--- src/rtl/sc_frog_step_pulser.sv ---
// Debounced one-shot step generator for the frog's Y position counter.
// One clean active-low pulse per physical press; suppressed on the top row or when disabled.
module sc_frog_step_pulser #(
  parameter int unsigned DEBOUNCE_WIDTH = 20,
  parameter int unsigned DEBOUNCE_COUNT = 1000000,
  parameter int unsigned POS_WIDTH      = 3,
  parameter int unsigned POS_MAX        = 7
) (
  input  logic                 SC_positionYCOUNTER_CLOCK_50,
  input  logic                 SC_positionYCOUNTER_RESET_InHigh,
  input  logic                 SC_frogSTEP_button_InLow,
  input  logic                 SC_frogSTEP_enable_InHigh,
  input  logic [POS_WIDTH-1:0] SC_frogSTEP_position_InBUS,
  output logic                 SC_frogSTEP_step_OutLow,
  output logic                 SC_frogSTEP_blocked_OutHigh,
  output logic                 SC_frogSTEP_busy_OutHigh
);

  localparam logic [DEBOUNCE_WIDTH-1:0] CNT_LAST  = DEBOUNCE_WIDTH'(DEBOUNCE_COUNT - 1);
  localparam logic [DEBOUNCE_WIDTH-1:0] CNT_ONE   = DEBOUNCE_WIDTH'(1);
  localparam logic [POS_WIDTH-1:0]      POS_TOP   = POS_WIDTH'(POS_MAX);

  typedef enum logic [2:0] {
    IDLE        = 3'd0,
    DEB_PRESS   = 3'd1,
    PULSE       = 3'd2,
    HOLD        = 3'd3,
    DEB_RELEASE = 3'd4
  } state_t;

  state_t                    state_q;
  logic [DEBOUNCE_WIDTH-1:0] cnt_q;
  logic                      sync1_q;
  logic                      sync2_q;
  logic                      step_q;
  logic                      blocked_q;
  logic                      busy_q;

  // step and busy are registered alongside the state so they mirror it without decode glitches
  always_ff @(posedge SC_positionYCOUNTER_CLOCK_50 or posedge SC_positionYCOUNTER_RESET_InHigh) begin
    if (SC_positionYCOUNTER_RESET_InHigh) begin
      state_q   <= IDLE;
      cnt_q     <= '0;
      sync1_q   <= 1'b1;
      sync2_q   <= 1'b1;
      step_q    <= 1'b1;
      blocked_q <= 1'b0;
      busy_q    <= 1'b0;
    end else begin
      sync1_q <= SC_frogSTEP_button_InLow;
      sync2_q <= sync1_q;
      step_q  <= 1'b1;
      case (state_q)
        IDLE: begin
          if (!sync2_q) begin
            state_q <= DEB_PRESS;
            cnt_q   <= '0;
            busy_q  <= 1'b1;
          end
        end
        DEB_PRESS: begin
          if (sync2_q) begin
            state_q <= IDLE;
            cnt_q   <= '0;
            busy_q  <= 1'b0;
          end else if (cnt_q == CNT_LAST) begin
            // enable and position only matter on this single decision edge
            if (SC_frogSTEP_enable_InHigh && (SC_frogSTEP_position_InBUS != POS_TOP)) begin
              state_q   <= PULSE;
              blocked_q <= 1'b0;
              step_q    <= 1'b0;
            end else begin
              state_q   <= HOLD;
              blocked_q <= 1'b1;
            end
          end else begin
            cnt_q <= cnt_q + CNT_ONE;
          end
        end
        PULSE: begin
          state_q <= HOLD;
        end
        HOLD: begin
          if (sync2_q) begin
            state_q <= DEB_RELEASE;
            cnt_q   <= '0;
          end
        end
        DEB_RELEASE: begin
          if (!sync2_q) begin
            state_q <= HOLD;
          end else if (cnt_q == CNT_LAST) begin
            state_q <= IDLE;
            busy_q  <= 1'b0;
          end else begin
            cnt_q <= cnt_q + CNT_ONE;
          end
        end
        default: begin
          state_q <= IDLE;
          cnt_q   <= '0;
          busy_q  <= 1'b0;
        end
      endcase
    end
  end

  assign SC_frogSTEP_step_OutLow     = step_q;
  assign SC_frogSTEP_blocked_OutHigh = blocked_q;
  assign SC_frogSTEP_busy_OutHigh    = busy_q;

endmodule

--- config.mk ---
export PLATFORM = sky130hd
export DESIGN_NAME = sc_frog_step_pulser
export DESIGN_NICKNAME = d
export VERILOG_FILES = /design/src/rtl/sc_frog_step_pulser.sv
export SDC_FILE = /design/constraint.sdc
export NUM_CORES = 1
export LEC_CHECK = 0
export BUFFER_PORTS_ARGS = -buffer_cell sky130_fd_sc_hd__buf_2
export CAP_MARGIN = 10
export CORE_UTILIZATION = 55
export CTS_CLUSTER_SIZE = 14
export DETAILED_ROUTE_END_ITERATION = 6
export PLACE_DENSITY = 0.82
export SETUP_SLACK_MARGIN = 0.02
export SYNTH_ARGS = -nofsm -noshare
export SYNTH_HDL_FRONTEND = slang
export SYNTH_SLANG_ARGS = --single-unit
--- constraint.sdc ---
create_clock -name SC_positionYCOUNTER_CLOCK_50 -period 2.5 [get_ports SC_positionYCOUNTER_CLOCK_50]
set_clock_uncertainty 0.2 [all_clocks]
set_input_delay 0.375 -clock SC_positionYCOUNTER_CLOCK_50 [delete_from_list [all_inputs] [get_ports SC_positionYCOUNTER_CLOCK_50]]
set_output_delay 0.375 -clock SC_positionYCOUNTER_CLOCK_50 [all_outputs]
set_load 0.01 [all_outputs]
Word-level counts from Yosys, hierarchy flattened. Cells that the tools add are included.

Register bits: 28. Bits of input ports: 7.

Multiplexer cells: 23. Reduce and logical (&&, ||, !) cells: 7. Add/sub/neg operators: 1. Equality and inequality tests: 13. Bitwise logic cells: 3.

Operators with widths (count): $mux 20 (5); $pmux 20 s5 (1); $add 20x1->20 const B (1); $eq 20x20->1 const B (1); $mux 3 (6); $pmux 3 s5 (1); $ne 2x2->1 const B (5); $mux 1 (9); $ne 3x3->1 const B (3); $reduce_and 4->1 (2); $eq 3x2->1 const B (2); $reduce_and 5->1 (1); $pmux 1 s4 (1); $eq 3x1->1 const B (1); $eq 3x3->1 const B (1); $logic_not 3->1 (1); $not 1->1 (3); $reduce_and 3->1 (1); $reduce_or 2->1 (1); $logic_and 1x1->1 (1).

Longest topological paths before layout. Gate-level depths: netlist (run 1).

Word-level depth: 6. Mapped depth: 8. Mapped depth without buffers: 5.

Least setup slack after synthesis (run 1). No wires, ideal clock.

Path kind: reg-to-reg. From: reg sync2_q. To: reg cnt_q[11]. Stages on the path, launching flop included: 8. Path buffers: 2. Library setup time: 0.067 ns. Data arrival time: 1.935 ns. Path slack: 0.299 ns. Path through: dfstp_2 -> clkbuf_8 -> nand2b_1 -> a21oi_2 -> or2_1 -> buf_4 -> or4_2 -> nand2_1.

Word-level cells in the longest chain between the ends: 2.

Ends and longest elaborated chain: from (decl) (RTL line 34) `logic sync2_q;`; from (signal assigned) (RTL line 51) `sync2_q <= sync1_q;`; $mux 20 or $ne 2x2->1 (tied branches); $pmux 20 s5 or $reduce_and 4->1 (tied branches); to (signal assigned) (RTL line 77) `cnt_q <= cnt_q + CNT_ONE;`; to (signal assigned) (RTL line 96) `cnt_q <= cnt_q + CNT_ONE;`; to (decl) (RTL line 32) `logic [DEBOUNCE_WIDTH-1:0] cnt_q;`.

Parallel ways exist; a longest one is shown, timed or not. A chain may end at the register's enable or synchronous reset.

Worst setup path in the final report (run 1).
From: reg cnt_q[11]. To: reg busy_q, in the netlist SC_frogSTEP_busy_OutHigh.

Word-level cells in the longest chain between the ends: 3.

Ends and longest elaborated chain: $eq 20x20->1 (RTL line 92) `end else if (cnt_q == CNT_LAST) begin`; $ne 2x2->1 (no line); $reduce_and 5->1 (no line); to (signal assigned) (RTL line 65) `busy_q <= 1'b0;`; to (signal assigned) (RTL line 94) `busy_q <= 1'b0;`; to (signal assigned) (RTL line 102) `busy_q <= 1'b0;`; to (decl) (RTL line 37) `logic busy_q;`.

No other way between the ends.

==> impl_metrics.json, run 1 <==
{
  "status": "finished, final reports clean",
  "fill_cells": 236,
  "hold_class": "flop to flop",
  "root_buffer": "clkbuf_4",
  "insertedDiodeCount": 0,
  "dieArea_sq_um": 3260,
  "drv_cap": 0,
  "r2r-start": "cnt_q[11]$_DFFE_PP0P_",
  "drc": 0,
  "grt_start_max_net_pins": 29,
  "synth_area_per_cell_sq_um": 8.97,
  "crit_path_end_kind": "flop",
  "power_frac_comb_pct": 12.7,
  "ant_nets": 0,
  "synth_nets": 194,
  "power.leakage_nw": 0.722,
  "hold_depth": 0,
  "drv_slew": 0,
  "cts_made_buffers": 3,
  "period_share_pct": 93.6,
  "syn-cell-area_sq_um": 1670,
  "period_minus_slack_ns": 2.34,
  "drt_first_pass_iters": 4,
  "startpoint": "cnt_q[11]$_DFFE_PP0P_",
  "setup_tns_ns": 0,
  "antenna_found_initial": 0,
  "grtUsageTotal_pct": 24.8,
  "relSlewSlack_pct": 67.8,
  "grt_overflow_total": 0,
  "fp.coreArea_sq_um": 2810,
  "post_dp_cell_area_sq_um": 1740,
  "initial_core_util_pct": 59.5,
  "arrival_ns": 2.35,
  "post_cts_buffers": 0,
  "clock_sinks": 28,
  "clk_path_buf_depth": 2,
  "wl_microns": 3700,
  "vdd_drop_max_mv": 0.339,
  "rsz0062_at_grt": "false",
  "tightestPinTransition_ns": 0.476,
  "finalSetupViolCount": 0,
  "clk_latency_ns": 0.33,
  "die-height_microns": 57.1,
  "rows": 19,
  "synth_warnings": 0,
  "ys_seq_area_share_pct": 42.2,
  "fin_nets": 208,
  "drt_iter0_drc": 86,
  "synth_common_cells": "25 x dfrtp_1, 19 x nand2_1, 16 x nor2_1, 12 x a21oi_1, 11 x nand3_1",
  "path_clk_slew_ns": 0.15,
  "holdCritStartpoint": "sync1_q$_DFF_PP1_",
  "htreeDepth": 1,
  "area_growth_pct": 7.12,
  "dieWidth_microns": 57.1,
  "synth-seq-cells": 28,
  "grt_pass1_wl_microns": 6310,
  "ys_types": 43,
  "internal_power_w": 0.000570,
  "synth.area.top_cells": "dfrtp_1 37%, dfstp_2 4.7%, nand2_1 4.3%",
  "synth_top_area_cell": "dfrtp_1",
  "fmax_mhz": 427,
  "hold-path-endpoint": "sync2_q$_DFF_PP1_",
  "wire_per_inst_microns": 16.1,
  "final_area_sq_um": 1790,
  "final-hold-violation-count": 0,
  "synthArstFlopShare_pct": 100,
  "slowest_stage": "or4b_4",
  "start_kind": "flop",
  "r2r_slack_ns": 0.16,
  "place_congestion": 0.883,
  "cp_slowest_stage_delay_ns": 0.58,
  "worstPathCellList": "or4b_4 -> nor3b_4 -> and3_4 -> a21oi_2 -> or3_1",
  "port_buffers": 9,
  "crit_fanout": 15,
  "place_hpwl_microns": 2670,
  "cts_tree": "built",
  "io_pins": 10,
  "yosysMostFrequentCell": "dfrtp_1",
  "drive_gt1_share_pct": 19.6,
  "grt_pass1_vias": 1446,
  "r2r_cells": 5,
  "synth_top_area_share_pct": 37.5,
  "powerDensity_nw_per_um2": 434,
  "syn_inst": 186,
  "synth_edf_count": 0,
  "vias_per_cell": 6.52,
  "dr_total_vias": 1500,
  "required_ns": 2.51,
  "setup.worst_path.class": "flop to flop",
  "p_sw_w": 0.000206,
  "synth-main-ff-cell": "dfrtp_1",
  "power_frac_clock_pct": 24.8,
  "swShare_pct": 26.6,
  "pwr-share-seq_pct": 62.4,
  "r2r-end": "SC_frogSTEP_busy_OutHigh$_DFFE_PP0P_"
}
## kinds of logic (layout without fill, tap and decap cells)
logic type | count (synthesis) | in the layout | synth area share (%)
AND/OR/NAND/NOR | 100 | 100 | 34.9
AO/OA/AOI/OAI | 40 | 40 | 15.0
buffers and inverters | 13 | 26 | 5.10
XOR/XNOR | 4 | 4 | 2.10
adder cells (fa/ha/maj) | 1 | 1 | 0.750
flip-flops | 28 | 28 | 42.2
## layout by cell type, fill, tap and decap left out, types with 2 or more instances in the layout
| cell | count |
|---|---|
| nor4_1 | 3 |
| nand3_1 | 11 |
| dfstp_2 | 3 |
| nor2b_1 | 3 |
| xnor2_1 | 4 |
| o21ai_0 | 9 |
| dlygate4sd3_1 | 2 |
| nor2_1 | 16 |
| buf_4 | 8 |
| o211ai_1 | 7 |
| a21oi_1 | 12 |
| nor3_1 | 4 |
| and3_1 | 3 |
| or3_1 | 2 |
| nand2b_1 | 3 |
| clkbuf_4 | 3 |
| nand4_1 | 9 |
| dfrtp_1 | 25 |
| a21oi_2 | 2 |
| or4_2 | 5 |
| o31ai_1 | 6 |
| nand2_1 | 19 |
| or4_1 | 9 |
| buf_2 | 9 |
| inv_1 | 3 |
## per-stage QoR
step                      std cells  worst slack, ns  utilization (%)  total power, W  hold WS [ns]
after global routing            230           0.0743             63.7        0.000812         0.170
final                           230            0.161             63.7        0.000777         0.168
after floorplan                 186            0.299                -        0.000556         0.145
after global placement          224            0.172             62.0        0.000582         0.149
after detailed placement        224            0.111             62.0        0.000588         0.151
after CTS                       230           0.0696             63.6        0.000781         0.170
## flip-flops by register name (all words and copies together) (netlist names)
name,cells
SC_frogSTEP_blocked_OutHigh,1
SC_frogSTEP_busy_OutHigh,1
SC_frogSTEP_step_OutLow,1
cnt_q,20
state_q,3
sync1_q,1
sync2_q,1
## worst max-delay path, delay by kind of cell (launching register included)
kind / cells / cell delay (ns)
AOI/OAI and AO/OA: 1 / 0.07
and+or+nand+nor: 4 / 1.47
DFF: 1 / 0.48
## power by group through the flow
stage	combinational (W)	clock, W	sequential [W]
after CTS	0.0000988	0.000197	0.000485
after global placement	0.0000904	0	0.000492
final	0.0000990	0.000193	0.000485
after detailed placement	0.0000949	0	0.000493
after floorplan	0.0000667	0	0.000489
after global routing	0.000111	0.000214	0.000487
## final cells by class
| cell class | count | area, sq um | area share (%) |
|---|---|---|---|
| tap | 31 | 38.8 | 2.17 |
| timing repair buffer | 19 | 125 | 7.00 |
| inverter | 3 | 11.3 | 0.630 |
| multi-input combinational | 145 | 882 | 49.3 |
| clock buffer | 4 | 26.3 | 1.47 |
| sequential | 28 | 704 | 39.4 |
## layer usage
metal | GRT usage [%] | vias to the layer above | wire, microns
met5 | 0 | - | 0
met4 | 8.71 | 0 | 35
met3 | 3.63 | 5 | 80
met2 | 41.3 | 24 | 1830
met1 | 33.2 | 747 | 1750
li1 | - | 724 | -
## timing repair
action | 4_1_cts | 5_1_grt
hold buffers | 2 | 0
gates resized for setup | 0 | 1
endpoints found under the hold margin | 26 | 0
setup endpoints to repair | 0 | 5
## how the worst max path moves through the flow
stage,end,slack (ns),cells past startpoint
floorplan,cnt_q[11]$_DFFE_PP0P_,0.30,7
global placement,cnt_q[3]$_DFFE_PP0P_,0.17,6
detailed placement,cnt_q[3]$_DFFE_PP0P_,0.11,6
CTS,cnt_q[3]$_DFFE_PP0P_,0.07,6
global route,cnt_q[4]$_DFFE_PP0P_,0.07,5
finish,SC_frogSTEP_busy_OutHigh$_DFFE_PP0P_,0.16,5
Note: power is estimated with default switching activity, not from simulation.
==> run 2: changes to the inputs <==
- clock period: 2.5 -> 2.37 ns (I/O delays scaled with it)
==> run 2 against run 1 <==
Clock power is 9% higher. Cell count is 3.0% higher. Largest power group unchanged. Critical path type unchanged. Hold slack worse by 0.017 ns. Design area is 4.8% higher. Total power is 7.2% higher. Die area stayed put. Register-to-register slack worse by 0.12 ns. Count of clock-buffer cells in the layout stayed put. Combinational power is 11% higher.
==> impl_metrics.json, run 2 (synthesized netlist as in run 1, its figures left out) <==
{
  "vdd_drop_max_mv": 0.308,
  "antenna_found_initial": 0,
  "rsz0062_at_grt": "true",
  "period_minus_slack_ns": 2.33,
  "fp.coreArea_sq_um": 2810,
  "dieWidth_microns": 57.1,
  "final_area_sq_um": 1870,
  "cts_tree": "built",
  "tightestPinTransition_ns": 0.636,
  "cts_made_buffers": 3,
  "root_buffer": "clkbuf_4",
  "crit_fanout": 7,
  "grt_start_max_net_pins": 18,
  "clk_path_buf_depth": 2,
  "grt_util_met2_pct": 39.5,
  "mostFrequentLayoutCell": "dfrtp_1",
  "io_pins": 10,
  "drv_cap": 0,
  "grtUsageTotal_pct": 24.9,
  "grt_overflow_total": 0,
  "power.leakage_nw": 0.754,
  "largest_reg_flops": 20,
  "grt_pass1_vias": 1379,
  "clock_sinks": 28,
  "place_hpwl_microns": 2760,
  "setup_tns_ns": 0,
  "clk_latency_ns": 0.34,
  "finalSetupViolCount": 0,
  "grt_pass1_wl_microns": 6420,
  "relSlewSlack_pct": 57.6,
  "period_share_pct": 98.1,
  "powerDensity_nw_per_um2": 444,
  "dr_total_vias": 1566,
  "insertedDiodeCount": 0,
  "hold_class": "primary input to flop",
  "area_growth_pct": 12.2,
  "drc": 0,
  "place_ws_ns": 0.0766,
  "worstPathCellList": "or4_1 -> nor2_1 -> and3_4 -> a21oi_2 -> or3_1",
  "status": "finished, final reports clean",
  "use_met3_pct": 3.17,
  "initial_core_util_pct": 59.5,
  "port_buffers": 9,
  "vias_per_cell": 6.61,
  "wl_microns": 4010,
  "fin_nets": 215,
  "drt_iter0_drc": 42,
  "ant_nets": 0,
  "crit_path_end_kind": "flop",
  "start_kind": "flop",
  "required_ns": 2.41,
  "place_congestion": 0.898,
  "cp_slowest_stage_delay_ns": 0.56,
  "drive_gt1_share_pct": 25.7,
  "final_cell_mix": "23 x dfrtp_1, 19 x nand2_1, 16 x nor2_1",
  "busiest_layer": "met2",
  "final-hold-violation-count": 0,
  "dieArea_sq_um": 3260,
  "drv_slew": 0,
  "wire_per_inst_microns": 16.9,
  "largestRegisters": "cnt_q (20), state_q (3)",
  "arrival_ns": 2.37,
  "rows": 19,
  "die-height_microns": 57.1,
  "slowest_stage": "or4_1",
  "largest_register": "cnt_q",
  "setup.worst_path.class": "flop to flop",
  "worst_slack_ns": 0.0439,
  "path_clk_slew_ns": 0.16,
  "htreeDepth": 1,
  "drt_first_pass_iters": 5,
  "post_dp_cell_area_sq_um": 1750,
  "use_met1_pct": 35.6,
  "fmax_mhz": 430
}
-- run 2: layer usage --
metal / share of wire, % / up-vias
met4: 2.3 / 0
met1: 44 / 751
met3: 6.1 / 13
li1: - / 739
met2: 47 / 63
met5: 0 / -
-- run 2: final cells by class --
cell class                 instances  area (sq um)
fill                             211           932
tap                               31          38.8
timing repair buffer              25           170
multi-input combinational        146           920
clock buffer                       4          26.3
inverter                           3          11.3
sequential                        28           707
-- run 2: worst paths after layout --
| check | start | endpoint | slack [ns] | cells after the start |
|---|---|---|---|---|
| min reg2reg | sync1_q$_DFF_PP1_ | sync2_q$_DFF_PP1_ | 0.17 | 0 |
| min | SC_frogSTEP_enable_InHigh | SC_frogSTEP_step_OutLow$_DFF_PP1_ | 0.15 | 3 |
| min in group asynchronous | SC_positionYCOUNTER_RESET_InHigh | cnt_q[2]$_DFFE_PP0P_ | 0.42 | 3 |
| max | cnt_q[7]$_DFFE_PP0P_ | SC_frogSTEP_busy_OutHigh$_DFFE_PP0P_ | 0.04 | 5 |
| max in group asynchronous | SC_positionYCOUNTER_RESET_InHigh | cnt_q[11]$_DFFE_PP0P_ | 0.91 | 4 |
| max reg2reg | cnt_q[7]$_DFFE_PP0P_ | SC_frogSTEP_busy_OutHigh$_DFFE_PP0P_ | 0.04 | 5 |
-- run 2: metrics by stage --
stage	utilization [%]	instances	hold WS (ns)	power, W
after floorplan	-	186	0.145	0.000586
after global placement	62.5	226	0.155	0.000618
after detailed placement	62.5	226	0.156	0.000623
after CTS	64.4	232	0.134	0.000835
after global routing	66.8	237	0.157	0.000869
final	66.8	237	0.151	0.000833
-- run 2: timing repair --
item                                    CTS  global route
buffers inserted                          0             4
pin swaps                                 0             5
endpoints found under the setup margin    1             3
gates resized for setup                   1             9
cloned                                    0             1
hold buffers                              2             0
hold endpoints to repair                 14             0
-- run 2: worst max-delay path, delay by kind of cell (launching register included) --
kind / cells / cell delay [ns]
AOI/OAI and AO/OA: 1 / 0.06
DFF: 1 / 0.48
and+or+nand+nor: 4 / 1.49
-- run 2: where the power goes --
group          internal [W]  switching (W)  total, W
Combinational     0.0000448      0.0000651  0.000110
Sequential         0.000494      0.0000177  0.000512
Clock             0.0000662       0.000145  0.000211
Total              0.000605       0.000228  0.000833
